File: config.mk
export PLATFORM = sky130hd
export DESIGN_NAME = mem_port_arbiter
export DESIGN_NICKNAME = d
export VERILOG_FILES = /design/src/rtl/riscv_pkg.sv /design/src/rtl/arb_priority_sel.sv /design/src/rtl/mem_port_arbiter.sv
export SDC_FILE = /design/constraint.sdc
export NUM_CORES = 1
export LEC_CHECK = 0
export ABC_AREA = 1
export CAP_MARGIN = 25
export CORE_ASPECT_RATIO = 1.5
export CORE_UTILIZATION = 40
export CTS_CLUSTER_SIZE = 28
export DETAILED_ROUTE_END_ITERATION = 6
export PLACE_DENSITY = 0.85
export SYNTH_ARGS = -nofsm -noshare
export SYNTH_HDL_FRONTEND = slang
export SYNTH_HIERARCHICAL = 1
export SYNTH_SLANG_ARGS = --single-unit
File: constraint.sdc
create_clock -name clk -period 1.82 [get_ports clk]
set_input_delay 0.364 -clock clk [delete_from_list [all_inputs] [get_ports clk]]
set_output_delay 0.364 -clock clk [all_outputs]
set_load 0.05 [all_outputs]
File: src/rtl/riscv_pkg.sv
// Shared defaults and arbiter state encoding for the memory-port arbiter.
package riscv_pkg;

   localparam int unsigned DEFAULT_AW           = 32;
   localparam int unsigned DEFAULT_DW           = 32;
   localparam int unsigned DEFAULT_STARVE_LIMIT = 4;

   localparam logic [1:0] ST_IDLE      = 2'd0;
   localparam logic [1:0] ST_GRANT_IF  = 2'd1;
   localparam logic [1:0] ST_GRANT_MEM = 2'd2;

   typedef enum logic [1:0] {
      IDLE      = ST_IDLE,
      GRANT_IF  = ST_GRANT_IF,
      GRANT_MEM = ST_GRANT_MEM
   } arb_state_t;

   // Width of a counter that must hold 0..limit; never narrower than one bit.
   function automatic int unsigned starve_cw(input int unsigned limit);
      return (limit < 1) ? 1 : $clog2(limit + 1);
   endfunction

endpackage

File: src/rtl/arb_priority_sel.sv
// Priority decision: MEM normally wins; IF wins once it has been starved for
// STARVE_LIMIT consecutive MEM grants, or when MEM is not requesting.
module arb_priority_sel
   import riscv_pkg::*;
#(
   parameter int unsigned STARVE_LIMIT = DEFAULT_STARVE_LIMIT,
   parameter int unsigned CW           = starve_cw(STARVE_LIMIT)
) (
   input  logic          if_req,
   input  logic          mem_req,
   input  logic [CW-1:0] starve_cnt,
   output logic          grant_if,
   output logic          grant_mem
);

   logic if_starved;

   assign if_starved = if_req && (starve_cnt == CW'(STARVE_LIMIT));

   // One-hot (or empty) grant selection.
   always_comb begin
      grant_if  = 1'b0;
      grant_mem = 1'b0;
      if (if_starved) begin
         grant_if = 1'b1;
      end else if (mem_req) begin
         grant_mem = 1'b1;
      end else if (if_req) begin
         grant_if = 1'b1;
      end
   end

endmodule

File: src/rtl/mem_port_arbiter.sv
// Arbitrates a single shared RAM port between the fetch stage and the MEM stage.
// The winner's request fields are latched on the grant edge and held until the
// RAM completes; completion produces a one-cycle ack in the following cycle.
module mem_port_arbiter
   import riscv_pkg::*;
#(
   parameter int unsigned STARVE_LIMIT = DEFAULT_STARVE_LIMIT,
   parameter int unsigned AW           = DEFAULT_AW,
   parameter int unsigned DW           = DEFAULT_DW
) (
   input  logic          clk,
   input  logic          reset,
   input  logic          if_req,
   input  logic [AW-1:0] if_addr,
   output logic          if_ack,
   output logic [DW-1:0] if_rdata,
   input  logic          mem_req,
   input  logic          mem_we,
   input  logic [AW-1:0] mem_addr,
   input  logic [DW-1:0] mem_wdata,
   output logic          mem_ack,
   output logic [DW-1:0] mem_rdata,
   output logic          ram_en,
   output logic          ram_we,
   output logic [AW-1:0] ram_addr,
   output logic [DW-1:0] ram_wdata,
   input  logic [DW-1:0] ram_rdata,
   input  logic          ram_ready,
   output logic          stall_if,
   output logic          stall_mem
);

   localparam int unsigned CW = starve_cw(STARVE_LIMIT);

   arb_state_t    state_q, state_d;
   logic [CW-1:0] starve_q, starve_d;
   logic          grant_if, grant_mem;
   logic          take_if, take_mem;
   logic          done_if, done_mem;
   logic          ram_we_q;
   logic [AW-1:0] ram_addr_q;
   logic [DW-1:0] ram_wdata_q;
   logic          if_ack_q, mem_ack_q;
   logic [DW-1:0] if_rdata_q, mem_rdata_q;

   arb_priority_sel #(
      .STARVE_LIMIT (STARVE_LIMIT),
      .CW           (CW)
   ) u_sel (
      .if_req     (if_req),
      .mem_req    (mem_req),
      .starve_cnt (starve_q),
      .grant_if   (grant_if),
      .grant_mem  (grant_mem)
   );

   // Grants only take effect in IDLE; completions only count inside a grant.
   assign take_if  = (state_q == IDLE) && grant_if;
   assign take_mem = (state_q == IDLE) && grant_mem;
   assign done_if  = (state_q == GRANT_IF) && ram_ready;
   assign done_mem = (state_q == GRANT_MEM) && ram_ready;

   // Next-state and starvation counter update.
   always_comb begin
      state_d  = state_q;
      starve_d = starve_q;
      unique case (state_q)
         IDLE: begin
            if (take_if) begin
               state_d = GRANT_IF;
            end else if (take_mem) begin
               state_d = GRANT_MEM;
            end
         end
         GRANT_IF, GRANT_MEM: begin
            if (ram_ready) begin
               state_d = IDLE;
            end
         end
         default: state_d = IDLE;
      endcase
      if (!if_req || take_if) begin
         starve_d = '0;
      end else if (take_mem && (starve_q != CW'(STARVE_LIMIT))) begin
         starve_d = starve_q + CW'(1);
      end
   end

   // State, latched request fields, acks and read-data registers.
   always_ff @(posedge clk) begin
      if (reset) begin
         state_q     <= IDLE;
         starve_q    <= '0;
         ram_we_q    <= 1'b0;
         ram_addr_q  <= '0;
         ram_wdata_q <= '0;
         if_ack_q    <= 1'b0;
         mem_ack_q   <= 1'b0;
         if_rdata_q  <= '0;
         mem_rdata_q <= '0;
      end else begin
         state_q   <= state_d;
         starve_q  <= starve_d;
         if_ack_q  <= done_if;
         mem_ack_q <= done_mem;
         if (take_if) begin
            ram_we_q    <= 1'b0;
            ram_addr_q  <= if_addr;
            ram_wdata_q <= '0;
         end else if (take_mem) begin
            ram_we_q    <= mem_we;
            ram_addr_q  <= mem_addr;
            ram_wdata_q <= mem_wdata;
         end
         if (done_if) begin
            if_rdata_q <= ram_rdata;
         end
         // Stores leave the load-data register untouched.
         if (done_mem && !ram_we_q) begin
            mem_rdata_q <= ram_rdata;
         end
      end
   end

   assign ram_en    = (state_q != IDLE);
   assign ram_we    = ram_we_q;
   assign ram_addr  = ram_addr_q;
   assign ram_wdata = ram_wdata_q;
   assign if_ack    = if_ack_q;
   assign mem_ack   = mem_ack_q;
   assign if_rdata  = if_rdata_q;
   assign mem_rdata = mem_rdata_q;
   assign stall_if  = if_req & ~if_ack_q;
   assign stall_mem = mem_req & ~mem_ack_q;

endmodule

# Word level (Yosys, flattened, before mapping)

Cells that the tools add are included.

Register bits: 136
Input bits: 134
Output and inout port bits: 134
Word-level logic and storage cells: 48

Add/sub/neg operators: 1
Equal/unequal tests: 6
Muxes and demuxes: 11
Bitwise gates (word level): 4
Reduce and logical (&&, ||, !) cells: 17

Operators by type and width:

| operator            | number |
|---|---|
| $mux 32             | 2 |
| $logic_and 1x1->1   | 7 |
| $mux 2              | 3 |
| $ne 3x3->1 const B  | 2 |
| $reduce_or 2->1     | 3 |
| $mux 1              | 5 |
| $pmux 2 s2          | 1 |
| $reduce_bool 2->1   | 2 |
| $add 3x1->3 const B | 1 |
| $eq 3x3->1 const B  | 1 |
| $and 1x1->1         | 2 |
| $eq 2x1->1 const B  | 1 |
| $eq 2x2->1 const B  | 1 |
| $logic_not 1->1     | 2 |
| $logic_not 2->1     | 1 |
| $ne 2x2->1 const B  | 1 |
| $not 1->1           | 2 |
| $reduce_and 2->1    | 1 |
| $logic_or 1x1->1    | 1 |

# Depth between registers and ports, before layout

Depth after elaboration: 7
Gate-level depth with buffers: 9
Depth with buffers taken out: 9

# Cells and area by module

The synthesis kept the hierarchy.

By module, submodules not included:

| module           | instances | cells an instance | area each (um^2) | seq. area each (um^2) |
|---|---|---|---|---|
| mem_port_arbiter | 1         | 653               | 5106.1           | 2722.6 |
| arb_priority_sel | 1         | 8                 | 33.8             | 0.0 |

# Worst setup path before layout

Ideal clock, no wire load.

Path kind: register to output
Start: reg if_ack_q, in the netlist if_ack
End: out stall_if
Arrival time: 1190 ps
Data required time: 1456 ps
Path slack: 266 ps
Cell stages (with the launch flop): 2
Path buffers: 0
Cell sequence: dfxtp_1 > nor2_1

Cells in the longest elaborated chain, start to end: 2

RTL lines:

| element                | line                    | source |
|---|---|---|
| start, declared        | mem_port_arbiter.sv:43  | `logic if_ack_q, mem_ack_q;` |
| start signal, assigned | mem_port_arbiter.sv:104 | `if_ack_q <= done_if;` |
| $not 1->1              | mem_port_arbiter.sv:133 | `assign stall_if = if_req & ~if_ack_q;` |
| $and 1x1->1            | mem_port_arbiter.sv:133 |  |
| end, declared          | mem_port_arbiter.sv:29  | `output logic stall_if,` |

Every way passes these cells.

# Worst setup path after layout

Start: in if_req
End: out stall_if

Cells in the longest elaborated chain, start to end: 1

RTL lines:

| element         | line                    | source |
|---|---|---|
| start, declared | mem_port_arbiter.sv:13  | `input logic if_req,` |
| $and 1x1->1     | mem_port_arbiter.sv:133 |  |

Every way passes these cells.

==> flow_summary.ini <==
[yosys]
syn_inst = 661
synth-edff-count = 0
ys_warn_count = 6
netlist_area_sq_um = 5140
synth_top_cell_by_area = dfxtp_1
syn_nets = 800
synth_area_leaders = dfxtp_1 53%, nor2_1 11%, o21ai_0 10%
ys_seq_elements = 136
async_flop_share_pct = 0
yosysMostFrequentCell = nor2_1
netlist_top_cells_count = 149 x nor2_1, 136 x dfxtp_1, 105 x o21ai_0, 100 x nand2_1, 54 x a21oi_1
synth_flop_cell = dfxtp_1
yosys.area.top_type_share_pct = 53.0
ys_types = 23
avgSynthCellArea_sq_um = 7.78
ys_seq_area_share_pct = 53.0

[global_routing]
grt_pass1_vias = 5219
antenna_found_initial = 0
gr-total-overflow = 0
grt_usage_pct = 24.4
grt_max_degree = 61
grt_pass1_wl_microns = 25300

[route]
post_drt_wl_per_cell_microns = 14.7
drt_first_pass_iters = 4
drc_errors = 0
ant_nets = 0
via_count = 5325
dr.first_iter.drc_count = 104
wl_microns = 16100
via_per_inst = 4.87

[layout]
drive_gt1_share_pct = 21.0
nets = 1066
utilization_pct = 67.2
area_growth_pct = 63.5
diodes = 0
fill_cells = 1054
final_cells = 1094

[sta]
fmax_ghz = 0.563
hold_viol_final = 0
skew_ns = 0.0164
max_slew_margin_pct = 67.2
fin_crit_ns = 1.78
layout_worst_path_cycle_share_pct = 97.7
rsz0062_at_grt = false
report.final.setup_viol = 0
worst_pin_slew_ns = 0.493
slew_violations = 0

[floorplan]
die_area_sq_um = 13300
initial_utilization_pct = 41.1
rows = 50
die_w_microns = 94.6
die-height_microns = 141
pin_count = 268
core-area_sq_um = 12500

[clock_tree]
clk_pin_slew_ns = 0.05
numCtsBuffers = 17
cts_tree = done
clk_latency_ns = 0.41
cts_buffer_depth = 2
cts_max_level = 4
hold_buffers = 0
post_cts_buffers = 0
clockRootBuffer = clkbuf_16
clkSinkCount = 136
cts.repair.resized = 9

[setup_path]
reg2reg_to = ram_addr[16]
cp-end-kind = output port
reg2reg_depth = 7
r2r-start = starve_q[2]
criticalPathCategory = in2out
path_max_fanout = 3
critPathRequiredTime_ns = 1.46
r2r_slack_ns = 0.25
cp_data_arrival_time_ns = 1.41
crit_path_start_kind = input port

[status]
outcome = finished clean

[placement]
dpl.hpwl_microns = 11600
gp_congestion = 0.908
dpl.cell_count = 1064
numPortBuffers = 267

[min_path]
min_from = ram_wdata[29]
hold_class = reg2reg
worstHoldEndpoint = ram_wdata[29]
min_path_cells = 2

[pwr]
vdd_drop_max_mv = 0.793
p_leak_nw = 3.65
powerDensity_nw_per_um2 = 1170

[job]
maxCapViolCount = 0
-- state kept, by name, summed over array words and instances, names as in the netlist --
register   count
if_ack         1
if_rdata      32
mem_ack        1
mem_rdata     32
ram_addr      32
ram_wdata     32
ram_we         1
starve_q       3
state_q        2
-- critical path: stages --
cell and delay (ns):
clkdlybuf4s50_1 0.52, buf_4 0.14, inv_1 0.03, nor2_1 0.18
buf_12 0.17
-- report_power, final --
group	internal [mW]	switching, mW
Sequential	3.26	0.145
Combinational	0.945	1.73
Clock	2.46	1.28
Total	6.67	3.16
-- per-stage QoR --
| stage | TNS [ns] | worst slack (ns) | hold slack [ns] | cell area [sq um] | total power [mW] |
|---|---|---|---|---|---|
| final | 0 | 0.0427 | 0.465 | 8400 | 9.83 |
| after global routing | 0 | 0.00316 | 0.478 | 8400 | 10.2 |
| after CTS | 0 | 0.0368 | 0.464 | 8400 | 9.90 |
| after detailed placement | -4.62 | -0.133 | 0.455 | 7770 | 6.16 |
| after global placement | -3.14 | -0.151 | 0.451 | 7770 | 6.12 |
| after floorplan | 0 | 0.266 | 0.433 | 5140 | 5.12 |
-- how the worst max path moves through the flow --
stage	from	to	slack (ns)	cells after the start
global placement	if_req	ram_addr[16]	-0.15	8
detailed placement	if_req	ram_addr[16]	-0.13	8
floorplan	if_ack	stall_if	0.27	1
global route	if_req	stall_if	0.003	5
finish	if_req	stall_if	0.04	5
CTS	if_req	stall_if	0.04	5
-- per-layer routing --
layer,GRT usage (%),share of wire (%),wire (microns),vias up
li1,-,-,-,2682
met1,26.0,39,6230,2415
met2,43.7,52,8450,185
met3,5.56,5.2,845,43
met4,13.1,3.7,605,0
met5,0,0,0,-
-- cell families after synthesis --
kind of cell    after synthesis  synth area share [%]
xor+xnor                      1                 0.170
buf+inv                      62                  5.99
simple gates                291                  23.5
fa+ha+maj                     5                  1.22
compound gates              166                  16.2
flops                       136                  53.0
-- area by class of cell --
class	count	area (sq um)	share of cell area, %
sequential	136	2720	32.4
clock inverter	11	198	2.35
tap	156	195	2.32
multi-input combinational	463	2110	25.1
clock buffer	19	443	5.27
timing repair buffer	291	2670	31.7
inverter	18	67.6	0.804
-- layout by cell type (no fill, tap or decap), drive strengths merged, types with 9 or more instances in the layout --
master / n
nor3: 34
clkbuf: 19
clkdlybuf4s50: 133
a21oi: 54
inv: 19
o21ai: 112
dlygate4sd2: 9
dfxtp: 136
buf: 149
nor2: 151
nand2: 104
Note: power is estimated with default switching activity, not from simulation.
